## src/rtl/mem_stage_pkg.sv

```systemverilog
// rtl/mem_stage_pkg.sv - shared constants and types for the RV32I memory stage
//
// Purpose: funct3 size/sign codes, write-back select codes, Control_Signal
// field positions and the access FSM state type used by mem_stage and
// load_store_align.
package mem_stage_pkg;

  // Load funct3 codes
  localparam logic [2:0] F3_LB  = 3'b000;
  localparam logic [2:0] F3_LH  = 3'b001;
  localparam logic [2:0] F3_LW  = 3'b010;
  localparam logic [2:0] F3_LBU = 3'b100;
  localparam logic [2:0] F3_LHU = 3'b101;

  // Store funct3 codes
  localparam logic [2:0] F3_SB  = 3'b000;
  localparam logic [2:0] F3_SH  = 3'b001;
  localparam logic [2:0] F3_SW  = 3'b010;

  // Write-back select codes carried in Control_Signal[1:0]
  localparam logic [1:0] WB_FU  = 2'b00;
  localparam logic [1:0] WB_MEM = 2'b01;
  localparam logic [1:0] WB_PC  = 2'b10;

  // Control_Signal field positions
  localparam int CTRL_RD_HI    = 7;
  localparam int CTRL_RD_LO    = 3;
  localparam int CTRL_REG_WE   = 2;
  localparam int CTRL_WBSEL_HI = 1;
  localparam int CTRL_WBSEL_LO = 0;

  // Access sizes as encoded in funct3[1:0]
  localparam logic [1:0] SZ_BYTE = 2'b00;
  localparam logic [1:0] SZ_HALF = 2'b01;
  localparam logic [1:0] SZ_WORD = 2'b10;

  typedef enum logic {
    ST_IDLE = 1'b0,
    ST_WAIT = 1'b1
  } state_t;

endpackage

```

## src/rtl/load_store_align.sv

```systemverilog
// rtl/load_store_align.sv - store lane generation, load extraction and fault detection
//
// Purpose: purely combinational helper for mem_stage.
// Ports:
//   valid, mem_read, mem_write  - instruction qualifiers
//   funct3                      - RV32I size/sign code
//   off                         - byte offset within the word (FU_i[1:0])
//   store_data                  - rs2 value for stores
//   rdata                       - word returned by data memory
//   be, wdata                   - store byte enables / lane-replicated data
//   load_data                   - aligned, extended load value (0 unless a good load)
//   fault                       - misaligned or illegal-funct3 memory op
module load_store_align
  import mem_stage_pkg::*;
#(
  parameter int size = 32
) (
  input  logic            valid,
  input  logic            mem_read,
  input  logic            mem_write,
  input  logic [2:0]      funct3,
  input  logic [1:0]      off,
  input  logic [size-1:0] store_data,
  input  logic [size-1:0] rdata,
  output logic [3:0]      be,
  output logic [size-1:0] wdata,
  output logic [size-1:0] load_data,
  output logic            fault
);

  logic       legal_load;
  logic       legal_store;
  logic       misaligned;
  logic       illegal;
  logic [7:0] sel_byte;
  logic [15:0] sel_half;
  logic [size-1:0] load_val;

  always_comb begin
    legal_load  = (funct3 == F3_LB) || (funct3 == F3_LH) || (funct3 == F3_LW) ||
                  (funct3 == F3_LBU) || (funct3 == F3_LHU);
    legal_store = (funct3 == F3_SB) || (funct3 == F3_SH) || (funct3 == F3_SW);
    misaligned  = ((funct3[1:0] == SZ_HALF) && off[0]) ||
                  ((funct3[1:0] == SZ_WORD) && (off != 2'b00));
    illegal     = (mem_read && !legal_load) || (mem_write && !legal_store);
    fault       = valid && (mem_read || mem_write) && (misaligned || illegal);
  end

  // Store lanes: data is replicated so the addressed lane always carries it,
  // whatever the offset; the byte enables pick the lane(s) actually written.
  always_comb begin
    be    = 4'b0000;
    wdata = '0;
    case (funct3[1:0])
      SZ_BYTE: begin
        be    = 4'b0001 << off;
        wdata = {4{store_data[7:0]}};
      end
      SZ_HALF: begin
        be    = off[1] ? 4'b1100 : 4'b0011;
        wdata = {2{store_data[15:0]}};
      end
      SZ_WORD: begin
        be    = 4'b1111;
        wdata = store_data;
      end
      default: begin
        be    = 4'b0000;
        wdata = '0;
      end
    endcase
  end

  // Load extraction: pick the addressed byte/half, then extend.
  always_comb begin
    sel_byte = rdata[{off, 3'b000} +: 8];
    sel_half = off[1] ? rdata[31:16] : rdata[15:0];
    load_val = '0;
    case (funct3)
      F3_LB:   load_val = {{(size-8){sel_byte[7]}}, sel_byte};
      F3_LBU:  load_val = {{(size-8){1'b0}}, sel_byte};
      F3_LH:   load_val = {{(size-16){sel_half[15]}}, sel_half};
      F3_LHU:  load_val = {{(size-16){1'b0}}, sel_half};
      F3_LW:   load_val = rdata;
      default: load_val = '0;
    endcase
    load_data = (valid && mem_read && !fault) ? load_val : '0;
  end

endmodule

```

## src/rtl/mem_stage.sv

```systemverilog
// rtl/mem_stage.sv - RV32I memory-access stage with dmem handshake and MEM/WB register
//
// Purpose: issues loads/stores over a req/ack interface, stalls the pipe
// while an access is outstanding and registers the MEM/WB slot.
// Ports:
//   clk, rst_n                       - clock, synchronous active-low reset
//   valid_i, FU_i, store_data_i,
//   PCplus_i, mem_read_i, mem_write_i,
//   funct3_i, Control_Signal_i       - EX/MEM slot
//   dmem_req_o, dmem_we_o, dmem_addr_o,
//   dmem_wdata_o, dmem_be_o          - data memory request
//   dmem_ack_i, dmem_rdata_i         - data memory completion
//   stall_o                          - freeze upstream stages
//   valid_o, FU_o, MEM_result_o,
//   PCplus_o, Control_Signal_o,
//   misalign_o                       - MEM/WB slot
module mem_stage
  import mem_stage_pkg::*;
#(
  parameter int size = 32
) (
  input  logic            clk,
  input  logic            rst_n,
  input  logic            valid_i,
  input  logic [size-1:0] FU_i,
  input  logic [size-1:0] store_data_i,
  input  logic [size-1:0] PCplus_i,
  input  logic            mem_read_i,
  input  logic            mem_write_i,
  input  logic [2:0]      funct3_i,
  input  logic [7:0]      Control_Signal_i,
  output logic            dmem_req_o,
  output logic            dmem_we_o,
  output logic [size-1:0] dmem_addr_o,
  output logic [size-1:0] dmem_wdata_o,
  output logic [3:0]      dmem_be_o,
  input  logic            dmem_ack_i,
  input  logic [size-1:0] dmem_rdata_i,
  output logic            stall_o,
  output logic            valid_o,
  output logic [size-1:0] FU_o,
  output logic [size-1:0] MEM_result_o,
  output logic [size-1:0] PCplus_o,
  output logic [7:0]      Control_Signal_o,
  output logic            misalign_o
);

  state_t          state;
  state_t          state_next;
  logic            fault;
  logic            acc;
  logic            req;
  logic [3:0]      lane_be;
  logic [size-1:0] lane_wdata;
  logic [size-1:0] load_data;
  logic [7:0]      ctrl_next;

  load_store_align #(.size(size)) u_align (
    .valid      (valid_i),
    .mem_read   (mem_read_i),
    .mem_write  (mem_write_i),
    .funct3     (funct3_i),
    .off        (FU_i[1:0]),
    .store_data (store_data_i),
    .rdata      (dmem_rdata_i),
    .be         (lane_be),
    .wdata      (lane_wdata),
    .load_data  (load_data),
    .fault      (fault)
  );

  // rst_n gates acc so a held instruction cannot re-issue while reset is low.
  assign acc = rst_n && valid_i && (mem_read_i || mem_write_i) && !fault;

  always_comb begin
    state_next = state;
    req        = 1'b0;
    case (state)
      ST_IDLE: begin
        req = acc;
        if (acc && !dmem_ack_i) state_next = ST_WAIT;
      end
      ST_WAIT: begin
        // Upstream is frozen by stall_o, so address/data/BE stay stable.
        req = 1'b1;
        if (dmem_ack_i) state_next = ST_IDLE;
      end
      default: begin
        req        = 1'b0;
        state_next = ST_IDLE;
      end
    endcase
  end

  assign dmem_req_o   = req;
  assign dmem_we_o    = req && mem_write_i;
  assign dmem_addr_o  = {FU_i[size-1:2], 2'b00};
  assign dmem_wdata_o = lane_wdata;
  assign dmem_be_o    = (req && mem_write_i) ? lane_be :
                        (req ? 4'b0000 : 4'b0000);
  assign stall_o      = req && !dmem_ack_i;

  // Register write is suppressed for bubbles and faulting instructions.
  always_comb begin
    ctrl_next               = Control_Signal_i;
    ctrl_next[CTRL_REG_WE]  = Control_Signal_i[CTRL_REG_WE] && valid_i && !fault;
  end

  always_ff @(posedge clk) begin
    if (!rst_n) begin
      state            <= ST_IDLE;
      valid_o          <= 1'b0;
      FU_o             <= '0;
      MEM_result_o     <= '0;
      PCplus_o         <= '0;
      Control_Signal_o <= 8'h00;
      misalign_o       <= 1'b0;
    end else begin
      state <= state_next;
      if (stall_o) begin
        valid_o          <= 1'b0;
        Control_Signal_o <= 8'h00;
        misalign_o       <= 1'b0;
      end else begin
        valid_o          <= valid_i;
        FU_o             <= FU_i;
        MEM_result_o     <= load_data;
        PCplus_o         <= PCplus_i;
        Control_Signal_o <= ctrl_next;
        misalign_o       <= fault;
      end
    end
  end

endmodule

```

## config.mk

```make
export PLATFORM = sky130hd
export DESIGN_NAME = mem_stage
export DESIGN_NICKNAME = d
export VERILOG_FILES = /design/src/rtl/mem_stage_pkg.sv /design/src/rtl/load_store_align.sv /design/src/rtl/mem_stage.sv
export SDC_FILE = /design/constraint.sdc
export NUM_CORES = 1
export LEC_CHECK = 0
export BUFFER_PORTS_ARGS = -buffer_cell sky130_fd_sc_hd__buf_2
export CAP_MARGIN = 40
export CORE_AREA = 4 4 123 125
export CTS_CLUSTER_DIAMETER = 120
export CTS_CLUSTER_SIZE = 10
export DETAILED_ROUTE_END_ITERATION = 10
export DIE_AREA = 0 0 127 129
export GPL_TIMING_DRIVEN = 0
export PLACE_DENSITY = 0.8
export SLEW_MARGIN = 0
export SYNTH_ARGS = -nofsm -noshare
export SYNTH_HDL_FRONTEND = slang
export SYNTH_SLANG_ARGS = --single-unit
```

## constraint.sdc

```tcl
create_clock -name clk -period 3.9 [get_ports clk]
set_input_delay 0.78 -clock clk [delete_from_list [all_inputs] [get_ports clk]]
set_output_delay 0.78 -clock clk [all_outputs]
set_load 0.02 [all_outputs]
```

==> flow_summary_export.csv <==
group,metric,value,unit
die,initial_core_util,36.36,%
global_route,antenna_found_initial,3,
power_and_ir_drop,power.density,366.2,nW/um2
clock_tree,cts_tree,"yes",
clock_tree,cts_resized,0,
sta,hold_violations,0,
yosys,synth_top_area_share,42.44,%
die,rows,43,
yosys,async_flop_share,0,%
yosys,synth_most_common_cell,"dfxtp_1",
sta,fin_crit_sh,82.70,%
power_and_ir_drop,leakage,3.651,nW
clock_tree,clk_latency,0.35,ns
placement,dpl.hpwl,15.58,mm
yosys,yosys.area.top_type,"dfxtp_1",
power_and_ir_drop,switchingPower,0.0008106,W
final_layout,drive_above_1_share,45.83,%
clock_tree,postCtsSetupBuffers,0,
yosys,yosys_most_used_dff,"dfxtp_1",
sta,slew_headroom,55.60,%
clock_tree,clkTransAtPathRegs,0.07,ns
clock_tree,cts_hold_buf,0,
sta,fin_crit,3.225,ns
yosys,synth_edf_count,0,
clock_tree,clockBufferDepth,2,
die,fp.dieH,129,um
final_layout,nNetsFinal,1029,
yosys,synth_cell_types,48,
die,dieArea,16380,um2
routing,firstDrtPassIters,5,
worst_setup_path,cp_max_fo,10,
job,cap_violations,0,
global_route,grt_pass1_wl,28.95,mm
final_layout,register_area,2142,um2
sta,tightest_slew,0.6661,ns
worst_setup_path,cp-start-kind,"primary input",
yosys,avgSynthCellArea,9.094,um2
worst_setup_path,cp.required,3.12,ns
routing,drt-wirelength-per-cell,18.15,um
die,fp.dieW,127,um
yosys,synthCells,555,
clock_tree,cts_made_buffers,9,
worst_setup_path,crit_type,"in2out",
clock_tree,h-tree-depth,3,
worst_setup_path,end_kind,"primary output",
yosys,ys_seq_elements,107,
sta,setup_tns,0,ns
power_and_ir_drop,p_clk_share,33.3,%
routing,drtAntennaViolNets,0,
worst_setup_path,crit_arrival,2.45,ns
yosys,netlist_area,5047,um2
power_and_ir_drop,power.internal,0.001807,W
global_route,gr-total-overflow,0,
sta,grt_setup_unrepaired,"false",
yosys,synthTopCellsByArea,"dfxtp_1 42%, o2bb2ai_1 15%, nand2_1 6.6%",
final_layout,multi_input_area,2365,um2
yosys,synth.yosys.seq_area_share,42.44,%
global_route,grt_use_total,22.53,%
final_layout,fin_util,51.49,%
yosys,synth_warnings,0,
worst_setup_path,regToRegSetupSlack,2.26,ns
power_and_ir_drop,seqPwrFrac,44.6,%
routing,vias_per_cell,5.095,
sta,max_freq,0.3100,GHz
clock_tree,cts-root-buf,"clkbuf_16",
min_path,hold_class,"reg2reg",
final_layout,fillerInstances,1314,
power_and_ir_drop,p_sw_share,30.97,%
routing,drtIter0Drc,227,
global_route,grt_max_degree,19,
placement,portBuffers,317,
global_route,grt_pass1_vias,5446,
power_and_ir_drop,power.share.combinational,22.1,%
outcome,status,"finished clean",
die,ioPinCount,322,
power_and_ir_drop,vdd_ir_drop_max,204.1,uV
yosys,yosys-top-cells-count,"107 x dfxtp_1, 89 x nand2_1, 86 x o2bb2ai_1",
sta,setup_viol,0,
clock_tree,cts_num_sinks,107,
routing,drt-total-wl,19.43,mm
placement,finalWeightedCongestion,0.9058,
sta,skew,0.004263,ns
die,core-area,13880,um2
routing,vias,5457,
final_layout,area_growth,41.60,%
routing,post-route-drc-count,0,
sta,slew_viol_final,0,
sequential cells by signal (all words and copies together), names as in the netlist:
register,count
Control_Signal_o,8
MEM_result_o,32
misalign_o,1
FU_o,32
state,1
PCplus_o,32
valid_o,1
final timing paths:
kind	start	endpoint	depth (start not counted)
max	funct3_i[1]	dmem_be_o[1]	7
min	FU_o[23]$_SDFFE_PN0N_	FU_o[23]$_SDFFE_PN0N_	1
max reg2reg	state$_SDFF_PN0_	PCplus_o[22]$_SDFFE_PN0N_	5
min reg2reg	FU_o[23]$_SDFFE_PN0N_	FU_o[23]$_SDFFE_PN0N_	1
final cells by class:
cell class	instances	area share [%]
antenna	3	0.1050
buffer	81	6.880
clock buffer	9	3.151
clock inverter	6	0.7178
inverter	14	0.7353
multi-input combinational	354	33.09
sequential	107	29.97
tap	180	3.151
timing repair buffer	317	22.20
cells in the final DEF (no fill, tap or decap), drive strengths merged, types with 4 or more instances in the layout:
master	netlist	layout
a22oi	4	4
a21o	16	16
nor3	6	6
nand2	89	89
o21ai	9	9
o2bb2ai	96	96
nor2b	7	7
o21a	5	5
mux2i	13	13
nand3	5	5
and3	7	7
dfxtp	107	107
buf	62	379
inv	14	16
a221oi	9	9
nand2b	9	9
clkbuf	19	28
nor2	17	17
a21oi	32	32
power by group through the flow:
| stage | combinational, W | clock (W) | sequential [W] |
|---|---|---|---|
| 3_3_place_gp | 0.000572 | 0 | 0.00119 |
| 5_1_grt | 0.000625 | 0.000932 | 0.00117 |
| 3_5_place_dp | 0.000578 | 0 | 0.00119 |
| 6_report | 0.000577 | 0.000872 | 0.00117 |
| 2_1_floorplan | 0.000276 | 0 | 0.00125 |
| 4_1_cts | 0.000580 | 0.000888 | 0.00117 |
worst max-delay path: stages:
cell and delay [ns]:
buf_2 0.15, buf_2 0.24, buf_1 0.40, clkbuf_1 0.40
nor2_1 0.11, nor3_1 0.16, buf_2 0.22
through the flow:
step                      instances  total power, W  setup slack (ns)  hold slack [ns]  area (um2)
after global placement         1053        0.001763            0.6396           0.4405        6863
after floorplan                 556        0.001530             1.027           0.5245        5051
final                          1071        0.002618            0.6746           0.4588        7147
after global routing           1071        0.002731            0.5194           0.4754        7147
after CTS                      1068        0.002637            0.6616           0.4628        7139
after detailed placement       1053        0.001770            0.6759           0.4425        6863
cells by family (layout without fill, tap and decap cells):
family	count (synthesis)	count (layout)	share of synthesized area [%]
mux	16	16	3.247
buf+inv	95	427	10.78
compound gates	187	187	30.29
simple gates	148	148	12.99
other cells	1	5	0.07430
flops	107	107	42.44
xor+xnor	1	1	0.1736
metal layers:
| metal | wire length [um] | global-route usage (%) |
|---|---|---|
| met5 | 0 | 0 |
| met4 | 550 | 8.391 |
| met3 | 1671 | 6.310 |
| met2 | 9723 | 40.19 |
| met1 | 7489 | 25.69 |
(Power assumes the default switching activity.)
